`config.mk`:
```
export PLATFORM = sky130hd
export DESIGN_NAME = memory_access_unit
export DESIGN_NICKNAME = d
export VERILOG_FILES = /design/src/rtl/memory_access_unit.sv
export SDC_FILE = /design/constraint.sdc
export NUM_CORES = 1
export LEC_CHECK = 0
export BUFFER_PORTS_ARGS = -buffer_cell sky130_fd_sc_hd__buf_2
export CORE_MARGIN = 2
export CORE_UTILIZATION = 45
export DETAILED_ROUTE_END_ITERATION = 12
export GPL_ROUTABILITY_DRIVEN = 1
export GPL_TIMING_DRIVEN = 0
export PLACE_DENSITY = 0.76
export SLEW_MARGIN = 40
export SYNTH_ARGS = -nofsm -noshare
export SYNTH_HDL_FRONTEND = slang
export SYNTH_SLANG_ARGS = --single-unit
```
`constraint.sdc`:
```
create_clock -name clk -period 2.14 [get_ports clk]
set_input_delay 0.535 -clock clk [delete_from_list [all_inputs] [get_ports clk]]
set_output_delay 0.535 -clock clk [all_outputs]
set_load 0.005 [all_outputs]
```
`src/rtl/memory_access_unit.sv`:
```
// Clocked arbiter between the microcode sequencer and the program/variable RAM ports.
// One request in flight at a time; every output comes straight from a register.
module memory_access_unit #(
   parameter int ADDRESS_WIDTH = 16,
   parameter int DATA_WIDTH    = 16,
   parameter int P_RAM_LATENCY = 1,
   parameter int V_RAM_LATENCY = 1
) (
   input  logic                     clk,
   input  logic                     rst,
   input  logic                     req_valid,
   output logic                     req_ready,
   input  logic [2:0]               op,
   input  logic [ADDRESS_WIDTH-1:0] program_counter_address,
   input  logic [ADDRESS_WIDTH-1:0] input_address,
   input  logic [DATA_WIDTH-1:0]    input_data,
   output logic                     resp_valid,
   output logic [DATA_WIDTH-1:0]    resp_data,
   output logic                     resp_error,
   output logic                     busy,
   output logic                     p_ram_en,
   output logic                     p_ram_rw,
   output logic [ADDRESS_WIDTH-1:0] p_ram_address,
   output logic [DATA_WIDTH-1:0]    p_ram_data,
   input  logic [DATA_WIDTH-1:0]    p_ram_rdata,
   output logic                     v_ram_en,
   output logic                     v_ram_rw,
   output logic [ADDRESS_WIDTH-1:0] v_ram_address,
   output logic [DATA_WIDTH-1:0]    v_ram_data,
   input  logic [DATA_WIDTH-1:0]    v_ram_rdata
);

   typedef enum logic [1:0] {IDLE = 2'd0, ISSUE = 2'd1, WAIT = 2'd2, RESP = 2'd3} state_t;

   localparam logic [2:0] OP_LOAD   = 3'd1;
   localparam logic [2:0] OP_STORE  = 3'd2;
   localparam logic [2:0] OP_LOADV  = 3'd3;
   localparam logic [2:0] OP_STOREV = 3'd4;
   localparam logic [2:0] OP_PEEK   = 3'd5;
   localparam logic [3:0] P_LAT     = 4'(P_RAM_LATENCY);
   localparam logic [3:0] V_LAT     = 4'(V_RAM_LATENCY);

   state_t                     state_reg, state_next;
   logic [3:0]                 cnt_reg, cnt_next;
   logic                       sel_v_reg, sel_v_next;
   logic                       store_reg, store_next;
   logic                       req_ready_reg, req_ready_next;
   logic                       busy_reg, busy_next;
   logic                       resp_valid_reg, resp_valid_next;
   logic [DATA_WIDTH-1:0]      resp_data_reg, resp_data_next;
   logic                       resp_error_reg, resp_error_next;
   logic                       p_en_reg, p_en_next, p_rw_reg, p_rw_next;
   logic [ADDRESS_WIDTH-1:0]   p_addr_reg, p_addr_next;
   logic [DATA_WIDTH-1:0]      p_data_reg, p_data_next;
   logic                       v_en_reg, v_en_next, v_rw_reg, v_rw_next;
   logic [ADDRESS_WIDTH-1:0]   v_addr_reg, v_addr_next;
   logic [DATA_WIDTH-1:0]      v_data_reg, v_data_next;

   logic                       op_legal, op_to_v, op_store;
   logic [ADDRESS_WIDTH-1:0]   access_address;

   always_comb begin
      op_legal = 1'b0;
      op_to_v  = 1'b0;
      op_store = 1'b0;
      case (op)
         OP_LOAD:   op_legal = 1'b1;
         OP_STORE:  begin op_legal = 1'b1; op_store = 1'b1; end
         OP_LOADV:  begin op_legal = 1'b1; op_to_v = 1'b1; end
         OP_STOREV: begin op_legal = 1'b1; op_to_v = 1'b1; op_store = 1'b1; end
         OP_PEEK:   op_legal = 1'b1;
         default:   ;
      endcase
      // PEEK reads the word after the current PC, wrapping at the top of memory
      access_address = (op == OP_PEEK) ? program_counter_address + ADDRESS_WIDTH'(1)
                                       : input_address;
   end

   always_comb begin
      state_next      = state_reg;
      cnt_next        = cnt_reg;
      sel_v_next      = sel_v_reg;
      store_next      = store_reg;
      resp_valid_next = 1'b0;
      resp_data_next  = '0;
      resp_error_next = 1'b0;
      p_en_next       = 1'b0;
      p_rw_next       = 1'b0;
      p_data_next     = '0;
      p_addr_next     = p_addr_reg;
      v_en_next       = 1'b0;
      v_rw_next       = 1'b0;
      v_data_next     = '0;
      v_addr_next     = v_addr_reg;

      case (state_reg)
         IDLE: begin
            p_addr_next = program_counter_address;
            if (req_valid && req_ready_reg) begin
               if (op_legal) begin
                  state_next = ISSUE;
                  sel_v_next = op_to_v;
                  store_next = op_store;
                  cnt_next   = op_to_v ? V_LAT : P_LAT;
                  if (op_to_v) begin
                     v_en_next   = 1'b1;
                     v_rw_next   = op_store;
                     v_addr_next = access_address;
                     v_data_next = op_store ? input_data : '0;
                  end else begin
                     p_en_next   = 1'b1;
                     p_rw_next   = op_store;
                     p_addr_next = access_address;
                     p_data_next = op_store ? input_data : '0;
                  end
               end else begin
                  state_next      = RESP;
                  resp_valid_next = 1'b1;
                  resp_error_next = 1'b1;
               end
            end
         end
         // The counter runs from the strobe cycle, so latency 1 captures during ISSUE itself
         ISSUE, WAIT: begin
            if (store_reg) begin
               state_next      = RESP;
               resp_valid_next = 1'b1;
            end else if (cnt_reg == 4'd1) begin
               state_next      = RESP;
               cnt_next        = '0;
               resp_valid_next = 1'b1;
               resp_data_next  = sel_v_reg ? v_ram_rdata : p_ram_rdata;
            end else begin
               state_next = WAIT;
               cnt_next   = cnt_reg - 4'd1;
            end
         end
         RESP:    state_next = IDLE;
         default: state_next = IDLE;
      endcase

      req_ready_next = (state_next == IDLE);
      busy_next      = (state_next != IDLE);
   end

   always_ff @(posedge clk) begin
      if (rst) begin
         state_reg      <= IDLE;
         cnt_reg        <= '0;
         sel_v_reg      <= 1'b0;
         store_reg      <= 1'b0;
         req_ready_reg  <= 1'b1;
         busy_reg       <= 1'b0;
         resp_valid_reg <= 1'b0;
         resp_data_reg  <= '0;
         resp_error_reg <= 1'b0;
         p_en_reg       <= 1'b0;
         p_rw_reg       <= 1'b0;
         p_addr_reg     <= '0;
         p_data_reg     <= '0;
         v_en_reg       <= 1'b0;
         v_rw_reg       <= 1'b0;
         v_addr_reg     <= '0;
         v_data_reg     <= '0;
      end else begin
         state_reg      <= state_next;
         cnt_reg        <= cnt_next;
         sel_v_reg      <= sel_v_next;
         store_reg      <= store_next;
         req_ready_reg  <= req_ready_next;
         busy_reg       <= busy_next;
         resp_valid_reg <= resp_valid_next;
         resp_data_reg  <= resp_data_next;
         resp_error_reg <= resp_error_next;
         p_en_reg       <= p_en_next;
         p_rw_reg       <= p_rw_next;
         p_addr_reg     <= p_addr_next;
         p_data_reg     <= p_data_next;
         v_en_reg       <= v_en_next;
         v_rw_reg       <= v_rw_next;
         v_addr_reg     <= v_addr_next;
         v_data_reg     <= v_data_next;
      end
   end

   assign req_ready     = req_ready_reg;
   assign busy          = busy_reg;
   assign resp_valid    = resp_valid_reg;
   assign resp_data     = resp_data_reg;
   assign resp_error    = resp_error_reg;
   assign p_ram_en      = p_en_reg;
   assign p_ram_rw      = p_rw_reg;
   assign p_ram_address = p_addr_reg;
   assign p_ram_data    = p_data_reg;
   assign v_ram_en      = v_en_reg;
   assign v_ram_rw      = v_rw_reg;
   assign v_ram_address = v_addr_reg;
   assign v_ram_data    = v_data_reg;

endmodule

```
# Yosys cells after proc, flatten, opt, wreduce, memory -nomap -nowiden
# Index checks and enable logic that the tools add are counted.
# word_totals
regBits,96
inputBits,86
output_inout_bits,88
wordCells,80
# op_classes
addsub,2
n_eq_ne,12
mux,26
bitwise_logic,6
n_reduce_logical,17
# op_table
operator,count
$mux 16,6
$add 16x1->16 const B,1
$mux 4,4
$reduce_or 5->1,3
$mux 1,11
$pmux 4 s2,1
$reduce_and 4->1,2
$reduce_or 2->1,4
$reduce_or 4->1,2
$eq 3x2->1 const B,2
$eq 3x3->1 const B,2
$ne 2x2->1 const B,3
$not 1->1,6
$pmux 2 s3,1
$eq 2x2->1 const B,2
$eq 4x1->1 const B,1
$logic_not 2->1,2
$mux 2,2
$reduce_bool 2->1,2
$sub 4x1->4 const B,1
$eq 3x1->1 const B,1
$reduce_and 3->1,1
$eq 2x1->1 const B,1
$pmux 1 s2,1
$logic_and 1x1->1,1

# Logic depth before layout (Yosys ltp)
# depth
ltp_word,7
mapped_depth,9
depth_no_buf,7

# Worst setup path after synthesis
# Ideal clock, no wire load.
# synth_timing
path_type,in2reg
start,input port op[1]
end,"register v_addr_reg[2], in the netlist v_ram_address[2]"
setup_time_ns,0.128
arrival_time_ns,1.597
required_time_ns,2.012
setup_slack_ns,0.416
stages,6
path_buffers,2
path_cell_list,buf_4 > or3b_4 > a21oi_4 > buf_6 > mux2i_1 > nor2_1
# synth_via
elab_chain_cells,4
word_cells_on_any_way,11
cone_classes,5 x eq/ne; 3 x mux; 3 x reduce/logical
# synth_rtl
item,line_no,rtl
start: declaration,13,"input logic [2:0] op,"
$eq 3x3->1 (tied with other cells),"66, 75",
$reduce_or 5->1 (no line) / $reduce_or 2->1 (equally long branches),n/a,
$mux 1,66,case (op)
$reduce_and 4->1 (no line),n/a,
end signal: assignment,181,v_addr_reg <= v_addr_next;
end: declaration,56,"logic [ADDRESS_WIDTH-1:0] v_addr_reg, v_addr_next;"
# Several ways; a longest one is shown, not always the timed one.
# A chain may end at the register's enable or synchronous reset.

# Worst setup path after layout
# layout_timing
start,register state_reg[0]
end,"register p_addr_reg[6], in the netlist p_ram_address[6]"
# layout_via
elab_chain_cells,1
# layout_rtl
item,line_no,rtl
start: declaration,43,"state_t state_reg, state_next;"
start signal: assignment,166,state_reg <= state_next;
$logic_not 2->1,96,case (state_reg)
end signal: assignment,177,p_addr_reg <= p_addr_next;
end: declaration,53,"logic [ADDRESS_WIDTH-1:0] p_addr_reg, p_addr_next;"
# Every way passes these cells.

==> flow_results.org <==
** STA
- Setup TNS after final layout :: 0 ns
- Setup violations remaining at the end of the flow were counted as 0.
- Setup repair after global routing left no endpoint under its margin.
- Subtracting the final worst setup slack from the clock period gives a little under 2 ns.
- Measured slew at the worst slew-check pin :: 0.620 ns
- Post-route fraction of the period consumed by the critical path :: 0.907
- Count of final hold-check violations :: 0
- The number of pins with negative max-slew slack in the final report came to 0.
- Max Clk Rate :: 515 MHz
- Clock Skews :: between 0.01 and 0.015 ns
- In the post-route analysis, the smallest setup slack over all paths is 0.199 ns.
- The worst pin sits at a relative slew slack of 0.586.

** Power and ir drop
- Static power due to leakage :: approximately 2.5 nW
- Dividing total power by cell area gives a power density of 931 mW/mm2.
- VDD sags by at most 0.460 mV.

** Layout
- After the last flow step, the layout net total stands at 705.
- Leaving out fill and tap cells, the most frequent cell in the layout is buf_2.
- Relative to the synthesized area, the layout overhead comes to 29.0%.
- In the layout the commonest cells are 175 x buf_2, 96 x dfxtp_1, 70 x nor2_1.
- Fin area :: 0.00531 mm2
- Summing all multi-input logic gate instances after layout gives between 0.0015 and 0.002 mm2.
- Summing all flip-flop and latch instances after layout gives 0.00192 mm2.
- Of the cells placed in the final design, the portion with a size suffix greater than 1 is 0.365.
- Diodes inserted :: 0
- The layout has 776 filler cells.

** Detailed routing
- Dividing the detail-routed wire length by the instance count gives between 10 and 15 um.
- Starting DRT DRC Count :: around 220
- For this run, design rule violations remaining after detail routing come to 0.
- Using the TritonRoute via totals, the vias-per-cell ratio works out to 5.15.
- The detail route stage leaves a number of antenna-violating nets equal to 0.
- The first detailed-routing pass took 5 iterations.
- Total length of routed wires :: 10,900 um
- Via count :: about 3,700

** Clock network
- Once the clock tree was built, the resizer swapped 0 gates to a different size.
- Post-CTS Setup Repair Bufs :: 0
- Hold_buf cts :: 0
- Clock tree synthesis selected as its root buffer the cell clkbuf_8.
- For the worst-skew pair, the clock arrives at the later sink with an insertion delay of 0.36 ns.
- Register clock-pin slew on the reported worst setup and hold paths :: about 0.11 ns
- TritonCTS created 9 clock buffers.
- Clock tree from TritonCTS :: done
- Clock Path Buffers :: 2
- Depth of the CTS H-tree :: 3
- For this design, the sink count on the clock tree is 96.

** Placed design
- Detailed placement ended at an HPWL of 8460 um.
- Input and output buffers added on the ports amount to 171.
- GPL Wtd Cong :: 0.882
- After detailed placement, the total cell area comes to 0.00510 mm2.
- OpenSTA, run right after detailed placement, puts the worst setup slack at ~0.06 ns.

** Worst setup path
- Crit Reg-Reg Endpoint :: p_ram_address[6]
- In this run the worst setup path begins at state_reg[0].
- For flop-to-flop paths, the worst setup slack is between 0.15 and 0.2 ns.
- STA classifies the critical path endpoint as a flip-flop.
- WP data arrival :: about 2.2 ns
- STA puts the critical path data required time at 2.42 ns.
- Maximum fanout encountered on the critical timing path :: 10
- The worst register-to-register path begins at state_reg[0].
- Following the worst setup path forward leads to its endpoint at p_ram_address[6].
- STA classifies the critical path startpoint as a flip-flop.
- Start-to-end type of the worst setup path :: flip-flop to flip-flop
- Counting cells, the worst reg-to-reg path comes to 7.

** Global route
- The first global-routing pass estimated 16,900 um of wire.
- Global route overflow :: 0
- The via count of the first global-routing pass came to 3,546.
- Overall fraction of global-route tracks in use :: 0.214
- The number of antenna violations at the first check in global routing came to 0.
- Maximum number of pins on one net before global-route repair :: 21

** Synthesis
- Portion of netlist area occupied by mux cells :: 0.0633
- Synth Area in Simple Gates :: 0.228
- Of the total synthesized cell area, the portion taken by full adders, half adders and majority gates is 0.0152.
- Fraction of synthesis flops using an asynchronous set or reset pin :: 0
- Yosys warnings :: 0
- Number of cells produced by synthesis :: roughly 430
- Of the total synthesized cell area, the portion taken by XOR and XNOR cells is 0.0234.
- Among all flip-flop cells after synthesis, the most frequent one is dfxtp_1.
- A synthesized cell averages around 9.5 um2.
- Number of enable flip-flop cells after synthesis :: 0
- Compound-cell area share of the yosys netlist :: 0.148
- For this run, the register share of the synthesized area comes to 0.467.
- Library cells used by synthesis :: 59
- Count of state elements after synthesis :: 96
- By area, the combinational part of the netlist is dominated by simple AND/OR/NAND/NOR gates.
- After synthesis the cells add up to 0.00411 mm2.
- The number of nets handed over by synthesis was 523.

** Run status
- The run finished with clean final reports.

** Die
- Die outline area :: 0.00992 mm2
- From left edge to right edge, the die measures roughly 100 um.
- Pin placement for this block handled 174 I/O pins.
- Effective utilization at floorplan :: 0.467
- Row generation in the floorplan step produced 34 rows.
- The floorplan step set the die height to 99.6 um.
- The floorplan step defined a core boundary enclosing 0.00881 mm2.

** Run
- Max capacitance violation total :: 0

** Worst hold path
- Hold Startpoint :: input_data[13]
- The tightest min-delay check is of the input port to flip-flop type.
Yosys cell counts (2+ instances only):
cell type	instances	area, um2
nor4_1	3	18.8
o22ai_1	7	43.8
xnor2_1	5	43.8
a21oi_1	11	55.1
inv_1	11	41.3
nor2b_1	10	62.6
xor2_1	6	52.6
nor3b_1	2	15.0
a31oi_1	8	50.1
dfxtp_1	96	1920
nand3b_1	2	15.0
nand3_1	6	30.0
nand2_1	20	75.1
o21a_1	3	22.5
mux2i_1	26	260
buf_6	4	45.0
o221ai_1	4	35.0
o21ai_0	17	85.1
a211oi_1	11	82.6
clkbuf_1	11	41.3
a211oi_2	6	75.1
buf_2	4	20.0
nor2_1	70	263
a311oi_1	4	35.0
ha_1	5	62.6
nand2b_1	4	25.0
o31ai_1	2	15.0
buf_4	5	37.5
nor3_1	7	35.0
and2_1	33	206
stage by stage:
stage / hold WS, ns / power [mW] / utilization / instances
3_3_place_gp: 0.464 / 3.74 / 0.579 / 711
4_1_cts: 0.367 / 4.98 / 0.602 / 727
6_report: 0.375 / 4.94 / 0.602 / 727
5_1_grt: 0.362 / 5.24 / 0.602 / 727
3_5_place_dp: 0.465 / 3.79 / 0.579 / 711
2_1_floorplan: 0.466 / 3.22 / - / 432
area by class of cell:
cell class                 instances  area share
timing repair buffer             171       0.161
buffer                            27      0.0349
inverter                          11     0.00778
sequential                        96       0.362
tap                              108      0.0255
clock inverter                     7      0.0149
clock buffer                       9      0.0233
multi-input combinational        298       0.370
worst min path at each step:
stage	to	slack [ns]	cells past startpoint
final	p_ram_data[13]	0.38	2
after global routing	p_ram_data[11]	0.36	2
after CTS	v_ram_data[7]	0.37	2
after detailed placement	v_ram_address[5]	0.47	2
after global placement	v_ram_address[5]	0.46	2
after floorplan	v_ram_address[5]	0.47	2
layer usage:
metal / vias up / global-route usage / wire length, um / share of wire
li1: 1854 / - / - / -
met1: 1730 / 0.269 / 4650 / 0.43
met2: 141 / 0.362 / 5390 / 0.50
met3: 20 / 0.0464 / 610 / 0.056
met4: 0 / 0.0759 / 204 / 0.019
met5: - / 0 / 0 / 0
worst max-delay path: stages, from the launching register on:
cell and delay, ns:
dfxtp_1 0.34, inv_1 0.06, ha_1 0.13, buf_4 0.16, clkbuf_1 0.39, clkbuf_1 0.44
nor2_1 0.10, a211oi_1 0.23
cells by family after synthesis:
family,after synthesis
XOR/XNOR,11
flip-flops,96
AO/OA/AOI/OAI,83
AND/OR/NAND/NOR,173
multiplexers,26
buffers and inverters,38
adder cells (fa/ha/maj),5
where the power goes:
group	switching [mW]	total, mW	internal, mW
registers	0.149	2.18	2.04
logic	0.892	1.57	0.676
clock network	0.717	1.19	0.472
total	1.76	4.94	3.18
(Power assumes the default switching activity.)
